[src/rtl/mem_ctrl_ws.sv]
// mem_ctrl_ws: wait-state-aware memory controller between the CPU data bus
// and the ROM / I/O / RAM blocks. Decodes each request against three
// base/size regions, drives a one-hot select for WS+1 cycles, then returns
// a one-cycle registered response.
//
// Build option: define MEMCTRL_BUS_ERR_EN to flag unmapped accesses and ROM
// writes with bus_err. Without it (legacy), bus_err stays 0, unmapped reads
// return 0, unmapped writes are acknowledged and ROM writes go through.
//
// state    | meaning
// S_IDLE   | ready=1, waiting for req
// S_ACCESS | region select held, wait counter running
// S_RESP   | resp_valid strobe, data_out/bus_err presented
module mem_ctrl_ws #(
  parameter int            AW        = 16,
  parameter int            DW        = 32,
  parameter logic [AW-1:0] ROM_BASE  = 16'h0000,
  parameter int            ROM_WORDS = 32,
  parameter logic [AW-1:0] IO_BASE   = 16'h0020,
  parameter int            IO_WORDS  = 32,
  parameter logic [AW-1:0] RAM_BASE  = 16'h0800,
  parameter int            RAM_WORDS = 2048,
  parameter int            ROM_WS    = 0,
  parameter int            IO_WS     = 1,
  parameter int            RAM_WS    = 0
) (
  input  logic          clock,
  input  logic          reset,
  input  logic          req,
  input  logic          we,
  input  logic [AW-1:0] address,
  input  logic [DW-1:0] data_in,
  output logic          ready,
  output logic          resp_valid,
  output logic [DW-1:0] data_out,
  output logic          bus_err,
  output logic          rom_sel,
  output logic          io_sel,
  output logic          ram_sel,
  output logic          mem_we,
  output logic [AW-1:0] mem_addr,
  output logic [DW-1:0] mem_wdata,
  input  logic [DW-1:0] rom_rdata,
  input  logic [DW-1:0] io_rdata,
  input  logic [DW-1:0] ram_rdata
);

  localparam logic [1:0] S_IDLE   = 2'd0;
  localparam logic [1:0] S_ACCESS = 2'd1;
  localparam logic [1:0] S_RESP   = 2'd2;

`ifdef MEMCTRL_BUS_ERR_EN
  localparam logic ERR_EN = 1'b1;
`else
  localparam logic ERR_EN = 1'b0;
`endif

  // Region bounds widened by one bit so the subtract-and-compare hit test
  // cannot wrap into range when the address is below the base.
  localparam logic [AW:0] ROM_BASE_X = {1'b0, ROM_BASE};
  localparam logic [AW:0] IO_BASE_X  = {1'b0, IO_BASE};
  localparam logic [AW:0] RAM_BASE_X = {1'b0, RAM_BASE};
  localparam logic [AW:0] ROM_SIZE_X = (AW+1)'(ROM_WORDS);
  localparam logic [AW:0] IO_SIZE_X  = (AW+1)'(IO_WORDS);
  localparam logic [AW:0] RAM_SIZE_X = (AW+1)'(RAM_WORDS);
  localparam logic [AW-1:0] ROM_MASK = AW'(ROM_WORDS - 1);
  localparam logic [AW-1:0] IO_MASK  = AW'(IO_WORDS - 1);
  localparam logic [AW-1:0] RAM_MASK = AW'(RAM_WORDS - 1);

  logic [1:0]    state;
  logic [3:0]    cnt;
  logic          we_q;
  logic [2:0]    region_q;   // {ram, io, rom}
  logic          err_q;

  logic [AW:0]   addr_x;
  logic          rom_hit, io_hit, ram_hit;
  logic [2:0]    dec_region;
  logic [3:0]    dec_ws;
  logic [AW-1:0] dec_off;
  logic [DW-1:0] rdata_mux;

  assign addr_x  = {1'b0, address};
  assign rom_hit = (addr_x - ROM_BASE_X) < ROM_SIZE_X;
  assign io_hit  = (addr_x - IO_BASE_X)  < IO_SIZE_X;
  assign ram_hit = (addr_x - RAM_BASE_X) < RAM_SIZE_X;

  // Region decode with ROM > IO > RAM priority; a blocked ROM write or a miss
  // leaves dec_region empty so the request goes straight to RESP.
  always_comb begin
    dec_region = 3'b000;
    dec_ws     = 4'd0;
    dec_off    = '0;
    if (rom_hit) begin
      if (!(ERR_EN && we)) begin
        dec_region = 3'b001;
        dec_ws     = 4'(ROM_WS);
        dec_off    = address & ROM_MASK;
      end
    end else if (io_hit) begin
      dec_region = 3'b010;
      dec_ws     = 4'(IO_WS);
      dec_off    = address & IO_MASK;
    end else if (ram_hit) begin
      dec_region = 3'b100;
      dec_ws     = 4'(RAM_WS);
      dec_off    = address & RAM_MASK;
    end
  end

  // Read-data mux for the region currently being accessed.
  always_comb begin
    rdata_mux = '0;
    case (region_q)
      3'b001:  rdata_mux = rom_rdata;
      3'b010:  rdata_mux = io_rdata;
      3'b100:  rdata_mux = ram_rdata;
      default: rdata_mux = '0;
    endcase
  end

  // Sequencer: accept/decode, wait-state countdown, response capture.
  always_ff @(posedge clock) begin
    if (reset) begin
      state     <= S_IDLE;
      cnt       <= 4'd0;
      we_q      <= 1'b0;
      region_q  <= 3'b000;
      err_q     <= 1'b0;
      mem_addr  <= '0;
      mem_wdata <= '0;
      data_out  <= '0;
    end else begin
      case (state)
        S_IDLE: begin
          if (req) begin
            we_q      <= we;
            mem_wdata <= data_in;
            region_q  <= dec_region;
            mem_addr  <= dec_off;
            if (dec_region != 3'b000) begin
              cnt   <= dec_ws;
              err_q <= 1'b0;
              state <= S_ACCESS;
            end else begin
              cnt      <= 4'd0;
              data_out <= '0;
              err_q    <= ERR_EN;
              state    <= S_RESP;
            end
          end
        end
        S_ACCESS: begin
          if (cnt == 4'd0) begin
            data_out <= we_q ? '0 : rdata_mux;
            state    <= S_RESP;
          end else begin
            cnt <= cnt - 4'd1;
          end
        end
        S_RESP:  state <= S_IDLE;
        default: state <= S_IDLE;
      endcase
    end
  end

  // Strobes are masked by reset so an aborted access never writes or responds
  // in the cycle the reset is being sampled.
  assign ready      = (state == S_IDLE);
  assign resp_valid = (state == S_RESP) && !reset;
  assign mem_we     = (state == S_ACCESS) && (cnt == 4'd0) && we_q && !reset;
  assign rom_sel    = (state == S_ACCESS) && region_q[0];
  assign io_sel     = (state == S_ACCESS) && region_q[1];
  assign ram_sel    = (state == S_ACCESS) && region_q[2];
  assign bus_err    = err_q;

endmodule

[config.mk]
export PLATFORM = sky130hd
export DESIGN_NAME = mem_ctrl_ws
export DESIGN_NICKNAME = d
export VERILOG_FILES = /design/src/rtl/mem_ctrl_ws.sv
export SDC_FILE = /design/constraint.sdc
export NUM_CORES = 1
export LEC_CHECK = 0
export CAP_MARGIN = 20
export CORE_UTILIZATION = 30
export DETAILED_ROUTE_END_ITERATION = 8
export DONT_BUFFER_PORTS = 1
export PLACE_DENSITY = 0.48
export SLEW_MARGIN = 20
export SYNTH_ARGS = -nofsm -noshare
export SYNTH_HDL_FRONTEND = slang
export SYNTH_SLANG_ARGS = --single-unit
[constraint.sdc]
create_clock -name clock -period 2.7 [get_ports clock]
set_input_delay 0.27 -clock clock [delete_from_list [all_inputs] [get_ports clock]]
set_output_delay 0.27 -clock clock [all_outputs]
set_load 0.02 [all_outputs]
; ---- Word-level counts from Yosys, hierarchy flattened
; Index checks and enable logic that the tools add are counted.
[word_totals]
reg_bits = 90
input_bits = 148
output_inout_bits = 87
elab_cells = 60
[classes]
add_sub_neg = 3
magnitude_cmp = 3
n_eq_ne = 9
mux = 22
reduce_logical = 16
[ops]
columns = operator, n
row1 = 32-bit 2-to-1 mux, 4
row2 = 32-bit case mux with 3 select lines, 1
row3 = 32-bit case mux with 2 select lines, 1
row4 = 11-bit 2-to-1 mux, 3
row5 = "17-bit by 12-bit less-than comparator with 1-bit output, second input constant", 1
row6 = "17-bit by 6-bit less-than comparator with 1-bit output, second input constant", 1
row7 = "16-bit by 12-bit subtractor with 17-bit output, second input constant", 1
row8 = "16-bit by 6-bit subtractor with 17-bit output, second input constant", 1
row9 = "16-bit by 6-bit less-than comparator with 1-bit output, second input constant", 1
row10 = 4-bit 2-to-1 mux, 3
row11 = 3-bit 2-to-1 mux, 3
row12 = "2-bit inequality test, second input constant", 4
row13 = 4-bit case mux with 2 select lines, 1
row14 = 1-bit logical AND, 7
row15 = 2-bit 2-to-1 mux, 3
row16 = 4-bit logical NOT, 1
row17 = 2-bit case mux with 2 select lines, 1
row18 = 2-bit AND reduction, 2
row19 = 4-bit AND reduction, 1
row20 = "4-bit by 1-bit subtractor with 4-bit output, second input constant", 1
row21 = "3-bit by 1-bit equality test with 1-bit output, second input constant", 1
row22 = "3-bit by 2-bit equality test with 1-bit output, second input constant", 1
row23 = "3-bit equality test, second input constant", 1
row24 = 3-bit AND reduction, 1
row25 = 7 further kinds, 8

; ---- Longest topological paths before layout
[logic_depth]
word_depth = 9
mapped_depth = 7
ltp_nobuf = 6

; ---- Least setup slack after synthesis
; No wires, ideal clock.
[synth_path]
path_kind = register -> output
start = register cnt[0]
end = output mem_we
t_arrival_ps = 1765
required_ps = 2430
path_slack_ps = 665
path_stages_with_launch = 5
n_path_buf = 0
path_cell_list = dfxtp_1 -> inv_1 -> ha_1 -> or3b_2 -> nor4b_1
[synth_via]
elab_chain_len = 4
[synth_rtl]
columns = element, line
row1 = "start, declared", 71  ; logic [3:0] cnt;
row2 = "start signal, assigned", 142  ; cnt <= dec_ws;
row3 = "start signal, assigned", 158  ; cnt <= cnt - 4'd1;
row4 = 4-bit logical NOT, 171  ; assign mem_we = (state == S_ACCESS) && (cnt == 4'd0) && we_q && !reset;
row5 = 1-bit logical AND (3 in a row), 171
row6 = "end, declared", 40  ; output logic mem_we,
; Every way passes these cells.

; ---- Worst setup path in the final report
[layout_path]
start = register state[0]
end = register data_out[3]
[layout_via]
elab_chain_len = 3
[layout_rtl]
columns = element, line
row1 = "start, declared", 70  ; logic [1:0] state;
row2 = "start signal, assigned", 125  ; state <= S_IDLE;
row3 = "start signal, assigned", 144  ; state <= S_ACCESS;
row4 = "start signal, assigned", 149  ; state <= S_RESP;
row5 = 2-bit by 1-bit equality test with 1-bit output / 2-bit logical NOT (equally long branches), 134  ; case (state)
row6 = 2-bit inequality test (no source line) / 2-bit nonzero test (equally long branches), n/a
row7 = 4-bit AND reduction (no source line), n/a
row8 = "end signal, assigned", 155  ; data_out <= we_q ? '0 : rdata_mux;
row9 = "end, declared", 35  ; output logic [DW-1:0] data_out,
; Several ways; a longest one is shown, not always the timed one.
; A chain may end at the register's enable or synchronous reset.

==> results.toml <==
[flow_run]
max_cap_violations = 0

[layout]
diodes = 0
drive_gt1_share_pct = 14.0
fin_nets = 631
area_growth_pct = 11.5

[power_and_ir_drop]
p_int_mw = 2.01
p_comb_share_pct = 7.0
pwr_density_cell_nw_per_um2 = 576
power.switching_mw = 0.656
swShare_pct = 24.6
p_clk_share_pct = 42.3
power_frac_seq_pct = 50.6
ir_drop_uv = 278
leakage_nw = 1.63

[place]
io_buffers = 0
hpwlAfterDp_um = 8060
place_congestion = 0.717

[synth]
ys_warn_count = 0
postSynth.asyncResetShare_pct = 0
synth_top_cells_by_area = "dfxtp_1 (41%), nor2b_1 (10%), nand2_1 (9.1%), a21oi_1 (8.4%), mux2_2 (8.4%)"
synth_cells = 492
ys_top_cells_by_count = "nand2_1 (101), dfxtp_1 (85), a21oi_1 (70)"
yosys.area.top_type = "dfxtp_1"
synth_area_um2 = 4160
synth_edf_count = 0
synth.area.mux_share_pct = 8.91
ys.flop_type = "dfxtp_1"
synth_fa_ha_area_share_pct = 0.602
synth-simple-area-share_pct = 24.2
synth_top_family_by_area = "simple AND/OR/NAND/NOR gates"
synth_xor_area_share_pct = 0.211
yosys.area.top_type_share_pct = 40.9
yosysMostFrequentCell = "nand2_1"
avgSynthCellArea_um2 = 8.45
ys_ff_latch = 85
synthDistinctLibCells = 40
synth_compound_area_share_pct = 19.7
ys_seq_area_share_pct = 40.9

[grt]
antenna_found_initial = 0
use_met2_pct = 27.5
top_usage_layer = "met2"
grt_pass1_vias = 3316
grt_max_degree = 65
grt_pass1_wl_um = 17600
use_met1_pct = 18.1
use_met3_pct = 5.18
grtUsageTotal_pct = 16.0
gr-total-overflow = 0

[floorplan]
io-pin-count = 235
core-area_um2 = 13400
die_area_um2 = 14300
start_util_pct = 31.0
fp.dieW_um = 120
rows = 42
die_h_um = 120

[clock_tree]
cts_made_buffers = 9
cts_resized = 0
cts_tree = "done"
postCtsSetupRepairBufs = 0
htreeDepth = 3
clockBufferDepth = 2
cts_hold_buffers = 3
root_buffer = "clkbuf_16"
clock-sinks = 85
clock_latency_ps = 340
path_clk_slew_ps = 60

[timing]
min_period_ps = 2180
slew_violations = 0
tightest_slew_ps = 838
finalCritPeriodShare_pct = 80.7
holdWs_ps = 39.9
fin_tns_setup_ps = 0
setup_viol = 0
finClkSkew_ps = 7.37
rsz0062_at_grt = "false"
slew_headroom_pct = 44.0
clock.fmax_ghz = 0.459
hold_viol_final = 0

[setup_path]
endpoint_kind = "flip-flop"
cp_max_fo = 36
arrival_ps = 2410
path_class = "reg -> reg"
cp-start-kind = "flip-flop"
required_ps = 2930

[route]
route.final.wire_length_um = 11600
viasPerCell = 5.13
routedWlPerCell_um = 17.5
drtIter0Drc = 149
route.detailed.drc = 0
antenna_left = 0
drt-pass1-iter-count = 4
vias = 3399

[worst_hold_path]
holdCritPathClass = "in -> reg"

[status]
status = "completed"
cells in the final DEF (no fill, tap or decap), drive strengths merged:
| cell | netlist | routed |
|---|---|---|
| a21boi | 2 | 2 |
| a21o | 1 | 1 |
| a21oi | 70 | 70 |
| a22o | 11 | 11 |
| a22oi | 1 | 1 |
| a2bb2oi | 1 | 1 |
| a32oi | 32 | 32 |
| and2 | 4 | 4 |
| buf | 12 | 14 |
| clkbuf | 32 | 12 |
| clkinv | 0 | 4 |
| conb | 1 | 6 |
| dfxtp | 85 | 85 |
| dlygate4sd3 | 0 | 3 |
| ha | 2 | 2 |
| inv | 3 | 3 |
| mux2 | 32 | 32 |
| mux2i | 1 | 1 |
| nand2 | 101 | 101 |
| nand2b | 1 | 1 |
| nand3 | 1 | 1 |
| nand3b | 1 | 1 |
| nor2 | 7 | 7 |
| nor2b | 67 | 67 |
| nor3 | 2 | 2 |
| nor3b | 6 | 6 |
| nor4 | 1 | 1 |
| nor4b | 2 | 2 |
| o211ai | 1 | 1 |
| o21ai | 3 | 3 |
| o21bai | 1 | 1 |
| o31ai | 1 | 1 |
| or3 | 3 | 3 |
| or3b | 2 | 2 |
| or4 | 1 | 1 |
| xor2 | 1 | 1 |
flip-flops by register name, indices dropped and copies added (netlist names):
name	flops
state	2
we_q	1
cnt	4
mem_wdata	32
region_q	3
data_out	32
mem_addr	11
layer usage:
layer	wire length (um)	vias up	part of all wire (%)
li1	-	1677	-
met1	4730	1576	41
met2	5760	136	50
met3	901	10	7.8
met4	171	0	1.5
met5	0	-	0
stage by stage:
step	util [%]	setup slack, ps	cells	area (um2)	power, mW
CTS	34.5	131	661	4620	2.72
finish	34.6	521	662	4630	2.67
floorplan	-	665	497	4180	1.55
global route	34.6	401	662	4630	2.79
detailed placement	32.3	137	642	4320	1.56
global placement	32.3	185	642	4320	1.55
cell families after synthesis:
kind of cell | count (synthesis)
adders and majority gates | 2
muxes | 33
other | 1
buffers and inverters | 47
DFF | 85
and+or+nand+nor | 199
AOI/OAI and AO/OA | 124
xor gates and xnor gates | 1
path summary, 6_finish.rpt:
check                start            end  slack [ps]  cells after the start
setup reg to reg  state[0]    data_out[3]         520                      6
hold reg to reg       we_q           we_q         480                      2
setup / recovery  state[0]    data_out[3]         520                      6
hold / removal       reset  mem_wdata[21]          40                      1
cell type report:
type	count	area, um2
well taps	176	220
clock inverters	4	23.8
multi-input cells	365	2270
repair buffers	17	164
fillers	1396	8770
clock buffers	12	246
flip-flops and latches	85	1700
inverters	3	11.3
power groups by stage:
stage | clock network (mW) | registers, mW | logic, mW
after CTS | 1.18 | 1.35 | 0.189
final | 1.13 | 1.35 | 0.188
after floorplan | 0 | 1.37 | 0.174
after global routing | 1.22 | 1.35 | 0.212
after detailed placement | 0 | 1.38 | 0.180
after global placement | 0 | 1.38 | 0.174
worst max-delay path, stage by stage, from the launching register on:
cell and delay [ps]:
dfxtp_1 310, or3b_1 430, buf_4 270, a2bb2oi_1 200, o31ai_4 180, buf_4 310, mux2_2 350
Power figures use the tool's default switching activity.
